$ cat config.mk
export PLATFORM = sky130hd
export DESIGN_NAME = button_conditioner
export DESIGN_NICKNAME = d
export VERILOG_FILES = /design/src/rtl/button_conditioner.sv
export SDC_FILE = /design/constraint.sdc
export NUM_CORES = 1
export LEC_CHECK = 0
export ABC_AREA = 1
export CAP_MARGIN = 20
export CORE_ASPECT_RATIO = 0.5
export CORE_MARGIN = 2
export CORE_UTILIZATION = 40
export DETAILED_ROUTE_END_ITERATION = 10
export GPL_TIMING_DRIVEN = 0
export SYNTH_ARGS = -nofsm -noshare
export SYNTH_HDL_FRONTEND = slang
export SYNTH_SLANG_ARGS = --single-unit
$ cat constraint.sdc
create_clock -name clk -period 2 [get_ports clk]
set_clock_uncertainty 0.2 [all_clocks]
set_input_delay 0.5 -clock clk [delete_from_list [all_inputs] [get_ports clk]]
set_output_delay 0.5 -clock clk [all_outputs]
set_load 0.1 [all_outputs]
$ cat src/rtl/button_conditioner.sv
// button_conditioner
//   Turns one raw, bouncy push-button input into clean control signals for the
//   stopwatch state machines. The asynchronous input passes through a two-flop
//   synchroniser, is debounced by a four-state FSM with a sample counter, and
//   produces a debounced level plus single-cycle press, release and long-press
//   pulses. All outputs are registered; nothing is combinational from btn_raw.
//
//   Optional feature: define BUTTON_CONDITIONER_AUTO_REPEAT_EN to make
//   press_pulse re-fire every REPEAT_CYCLES cycles while the button stays held
//   after long_pulse.
//
// Ports
//   clk            in   system clock, rising edge
//   reset_b        in   asynchronous active-low reset
//   btn_raw        in   raw asynchronous button, active-high
//   btn_level      out  debounced button level
//   press_pulse    out  one-cycle pulse on accepted press (and auto-repeats)
//   release_pulse  out  one-cycle pulse on accepted release
//   long_pulse     out  one-cycle pulse when the hold reaches LONG_CYCLES

module button_conditioner #(
    parameter int unsigned DEBOUNCE_CYCLES = 4,
    parameter int unsigned LONG_CYCLES     = 16,
    parameter int unsigned REPEAT_CYCLES   = 8,
    parameter int unsigned CNT_W           = 8
) (
    input  logic clk,
    input  logic reset_b,
    input  logic btn_raw,
    output logic btn_level,
    output logic press_pulse,
    output logic release_pulse,
    output logic long_pulse
);

    localparam logic [CNT_W-1:0] DebLast = CNT_W'(DEBOUNCE_CYCLES - 1);
    localparam logic [CNT_W-1:0] LongMax = CNT_W'(LONG_CYCLES);
    localparam logic [CNT_W-1:0] CntOne  = CNT_W'(1);

    typedef enum logic [1:0] {
        StIdle,
        StPressChk,
        StHeld,
        StReleaseChk
    } state_e;

    logic             sync1_q, sync2_q;
    state_e           state_q, state_d;
    logic [CNT_W-1:0] deb_cnt_q, deb_cnt_d;
    logic [CNT_W-1:0] hold_cnt_q, hold_cnt_d;
    logic [CNT_W-1:0] hold_cnt_inc;
    logic             btn_level_q, btn_level_d;
    logic             press_q, press_d;
    logic             release_q, release_d;
    logic             long_q, long_d;

`ifdef BUTTON_CONDITIONER_AUTO_REPEAT_EN
    localparam logic [CNT_W-1:0] RepLast = CNT_W'(REPEAT_CYCLES - 1);
    logic [CNT_W-1:0] rep_cnt_q, rep_cnt_d;
`endif

    // Saturating hold counter so long_pulse cannot re-fire within one press.
    assign hold_cnt_inc = (hold_cnt_q == LongMax) ? hold_cnt_q : hold_cnt_q + CntOne;

    always_comb begin
        state_d     = state_q;
        deb_cnt_d   = deb_cnt_q;
        hold_cnt_d  = hold_cnt_q;
        btn_level_d = btn_level_q;
        press_d     = 1'b0;
        release_d   = 1'b0;
`ifdef BUTTON_CONDITIONER_AUTO_REPEAT_EN
        rep_cnt_d   = '0;
`endif
        unique case (state_q)
            StIdle: begin
                deb_cnt_d   = '0;
                hold_cnt_d  = '0;
                btn_level_d = 1'b0;
                if (sync2_q) begin
                    state_d   = StPressChk;
                    deb_cnt_d = CntOne;
                end
            end
            StPressChk: begin
                if (!sync2_q) begin
                    state_d   = StIdle;
                    deb_cnt_d = '0;
                end else if (deb_cnt_q == DebLast) begin
                    state_d     = StHeld;
                    deb_cnt_d   = '0;
                    hold_cnt_d  = CntOne;
                    btn_level_d = 1'b1;
                    press_d     = 1'b1;
                end else begin
                    deb_cnt_d = deb_cnt_q + CntOne;
                end
            end
            StHeld: begin
                btn_level_d = 1'b1;
                hold_cnt_d  = hold_cnt_inc;
                if (!sync2_q) begin
                    state_d   = StReleaseChk;
                    deb_cnt_d = CntOne;
                end
`ifdef BUTTON_CONDITIONER_AUTO_REPEAT_EN
                // Repeat period starts the cycle after long_pulse (hold saturated).
                else if (hold_cnt_q == LongMax) begin
                    if (rep_cnt_q == RepLast) begin
                        press_d   = 1'b1;
                        rep_cnt_d = '0;
                    end else begin
                        rep_cnt_d = rep_cnt_q + CntOne;
                    end
                end
`endif
            end
            StReleaseChk: begin
                btn_level_d = 1'b1;
                hold_cnt_d  = hold_cnt_inc;
                if (sync2_q) begin
                    state_d   = StHeld;
                    deb_cnt_d = '0;
                end else if (deb_cnt_q == DebLast) begin
                    state_d     = StIdle;
                    deb_cnt_d   = '0;
                    hold_cnt_d  = '0;
                    btn_level_d = 1'b0;
                    release_d   = 1'b1;
                end else begin
                    deb_cnt_d = deb_cnt_q + CntOne;
                end
            end
            default: begin
                state_d = StIdle;
            end
        endcase
        // Fires only on the cycle the count first reaches LONG_CYCLES.
        long_d = (hold_cnt_d == LongMax) && (hold_cnt_q != LongMax);
    end

    always_ff @(posedge clk or negedge reset_b) begin
        if (!reset_b) begin
            sync1_q     <= 1'b0;
            sync2_q     <= 1'b0;
            state_q     <= StIdle;
            deb_cnt_q   <= '0;
            hold_cnt_q  <= '0;
            btn_level_q <= 1'b0;
            press_q     <= 1'b0;
            release_q   <= 1'b0;
            long_q      <= 1'b0;
        end else begin
            sync1_q     <= btn_raw;
            sync2_q     <= sync1_q;
            state_q     <= state_d;
            deb_cnt_q   <= deb_cnt_d;
            hold_cnt_q  <= hold_cnt_d;
            btn_level_q <= btn_level_d;
            press_q     <= press_d;
            release_q   <= release_d;
            long_q      <= long_d;
        end
    end

`ifdef BUTTON_CONDITIONER_AUTO_REPEAT_EN
    always_ff @(posedge clk or negedge reset_b) begin
        if (!reset_b) begin
            rep_cnt_q <= '0;
        end else begin
            rep_cnt_q <= rep_cnt_d;
        end
    end
`endif

    assign btn_level     = btn_level_q;
    assign press_pulse   = press_q;
    assign release_pulse = release_q;
    assign long_pulse    = long_q;

endmodule

==> flow_summary.json <==
{
  "final_common_cell": "nand2_1",
  "combPwrFrac": 0.491,
  "crit_fanout": 8,
  "timing.critical_path.arrival_ns": 1.88,
  "cp_slowest_stage_delay_ns": 0.38,
  "layout_common_cells": "43 x nand2_1, 24 x dfrtp_1, 23 x inv_1, 15 x nand3_1, 13 x o21ai_0",
  "worstMarginPinSlew_ns": 0.547,
  "synth_edf_count": 0,
  "place_congestion": 0.794,
  "wl_mm": 2.97,
  "num_vias": 1231,
  "worstPathCellList": "inv_1, ha_2, nand2_4, nand2_1, nor3_4, nand3_1, nor2_2, o21ai_0, a21oi_1",
  "ir_worst_vdd_v": 0.000453,
  "path_class": "reg -> reg",
  "drt_first_iter_violations": 56,
  "outcome": "finished clean",
  "grt_pass1_wl_mm": 5.02,
  "seqPwrFrac": 0.332,
  "period_share": 0.942,
  "cap_violations": 0,
  "critical_path_required_ns": 1.99,
  "drcViolationCount": 0,
  "synthArstFlopShare": 1.00,
  "groute.usage.overall": 0.162,
  "path_clk_slew_ns": 0.08,
  "fill_cells": 323,
  "post-route-min-period_ns": 1.88,
  "dr.pass1.iters": 4,
  "netlist_area_um2": 1440,
  "dp_hpwl_mm": 2.22,
  "drv_slew": 0,
  "dieArea_um2": 4120,
  "ant_nets": 0,
  "clockRootBuffer": "clkbuf_8",
  "fin_ws_ns": 0.115,
  "wire_per_inst_um": 11.8,
  "stdcell_area_um2": 1710,
  "clock-sinks": 24,
  "switching_power_w": 0.000832,
  "setup_viol": 0,
  "htree_levels": 1,
  "synth_nets": 199,
  "area_growth_pct": 19.3,
  "initial_core_util": 0.418,
  "hold_class": "reg -> reg",
  "ys_types": 28,
  "antenna_found_initial": 0,
  "cp_slowest_cell": "dfrtp_1",
  "clkLatencyLatePin_ns": 0.27,
  "rows": 15,
  "first_global_vias": 1135,
  "power_leakage_nw": 0.829,
  "clockBufferDepth": 2,
  "viasPerCell": 4.90,
  "end_kind": "flip-flop",
  "cp_num_buf_inv": 1,
  "layout.nets": 212,
  "place_area_um2": 1590,
  "rsz0062_at_grt": "true",
  "stdcell_count": 251,
  "tritoncts": "done",
  "grt_max_degree": 16,
  "multi_input_area_um2": 762,
  "synthFlopType": "dfrtp_1",
  "dp.cells": 246,
  "io_pins": 7,
  "yosys_warnings": 0,
  "diodes": 0,
  "power.internal_w": 0.00105,
  "cts_buffers": 3,
  "core-area_um2": 3430,
  "power_frac_clock": 0.176,
  "ys_seq_area_frac": 0.418,
  "ys_ff_latch": 24,
  "fmax_mhz": 531,
  "fin_util": 0.499,
  "grt.overflow.total": 0,
  "setup.worst_path.start_class": "flip-flop",
  "netSwitchingFraction": 0.443,
  "place.port_buffers": 6,
  "relSlewSlack": 0.637,
  "hold_violations": 0,
  "power_density_nw_per_um2": 1100,
  "cp_top_family": "simple AND/OR/NAND/NOR gates",
  "fp.dieH_um": 46.4,
  "syn_inst": 188,
  "syn_area_per_cell_um2": 7.64,
  "drive_gt1_frac": 0.200,
  "timing.hold.ws_ns": 0.155,
  "pre_cts_ws_ns": -0.151,
  "area.sequential_um2": 601,
  "hold_buffers": 0,
  "die-width_um": 88.7
}
==> metrics by stage <==
stage / power [W] / TNS (ns)
4_1_cts: 0.00180 / 0
3_3_place_gp: 0.00144 / -2.03
2_1_floorplan: 0.00126 / 0
6_report: 0.00188 / 0
5_1_grt: 0.00203 / -0.0304
3_5_place_dp: 0.00146 / -0.557
==> metal layers <==
metal / track usage / routed length, um
met1: 0.220 / 1400
met2: 0.275 / 1460
met3: 0.0323 / 108
met4: 0.0364 / 14
met5: 0 / 0
==> flip-flops by register name, summed over array words and instances (netlist names), named ones only <==
name	cells
long_pulse	1
state_q	1
sync1_q	1
sync2_q	1
hold_cnt_q	8
release_pulse	1
press_pulse	1
deb_cnt_q	8
btn_level	1
==> layout make-up <==
class,instances,share of cell area
tap,51,0.0373
buffer,1,0.00438
timing repair buffer,9,0.0628
multi-input combinational,131,0.445
inverter,31,0.0679
clock buffer,4,0.0321
sequential,24,0.351
==> power groups by stage <==
stage	sequential (W)	combinational, W	clock (W)
3_3_place_gp	0.000631	0.000811	0
6_report	0.000625	0.000923	0.000332
2_1_floorplan	0.000702	0.000557	0
4_1_cts	0.000623	0.000832	0.000345
5_1_grt	0.000634	0.00103	0.000367
3_5_place_dp	0.000633	0.000829	0
==> synth_stat cells, types with 2 or more instances <==
cell / n / share of area
a21oi_1: 12 / 0.042
dfrtp_1: 24 / 0.42
ha_1: 8 / 0.070
inv_1: 26 / 0.068
inv_2: 5 / 0.013
nand2_1: 44 / 0.11
nand2_2: 3 / 0.013
nand3_1: 15 / 0.052
nand4_1: 2 / 0.0087
nor2_1: 12 / 0.031
nor2_2: 5 / 0.022
nor3_1: 3 / 0.010
o21ai_0: 14 / 0.049
==> cells by family after synthesis <==
family / count (synthesis) / share of synthesized area
AND/OR/NAND/NOR: 89 / 0.287
flip-flops: 24 / 0.418
buffers and inverters: 33 / 0.0871
AO/OA/AOI/OAI: 31 / 0.118
adder cells (fa/ha/maj): 8 / 0.0697
XOR/XNOR: 2 / 0.0122
multiplexers: 1 / 0.00784
==> worst paths after layout <==
path | start | to | slack, ns | depth (start not counted)
worst min-delay path | sync1_q | sync2_q | 0.15 | 0
min in group asynchronous | reset_b | deb_cnt_q[3] | 0.38 | 1
max in group asynchronous | reset_b | deb_cnt_q[0] | 0.77 | 2
worst max-delay path | state_q[0] | deb_cnt_q[7] | 0.12 | 9
worst min register to register | sync1_q | sync2_q | 0.15 | 0
worst max register to register | state_q[0] | deb_cnt_q[7] | 0.12 | 9
==> repair_timing <==
item | CTS | global route
pin swaps | 0 | 1
setup buffers | 0 | 2
resized for setup | 13 | 16
endpoints found under the setup margin | 5 | 10
==> worst reg2reg max path, cell delays in order, from the launching register on <==
cell     delay, ns
dfrtp_1       0.38
inv_1         0.11
ha_2          0.23
nand2_4       0.12
nand2_1       0.11
nor3_4        0.18
nand3_1       0.14
nor2_2        0.13
o21ai_0       0.08
a21oi_1       0.13
No activity file was read; power rests on OpenSTA's default activity.
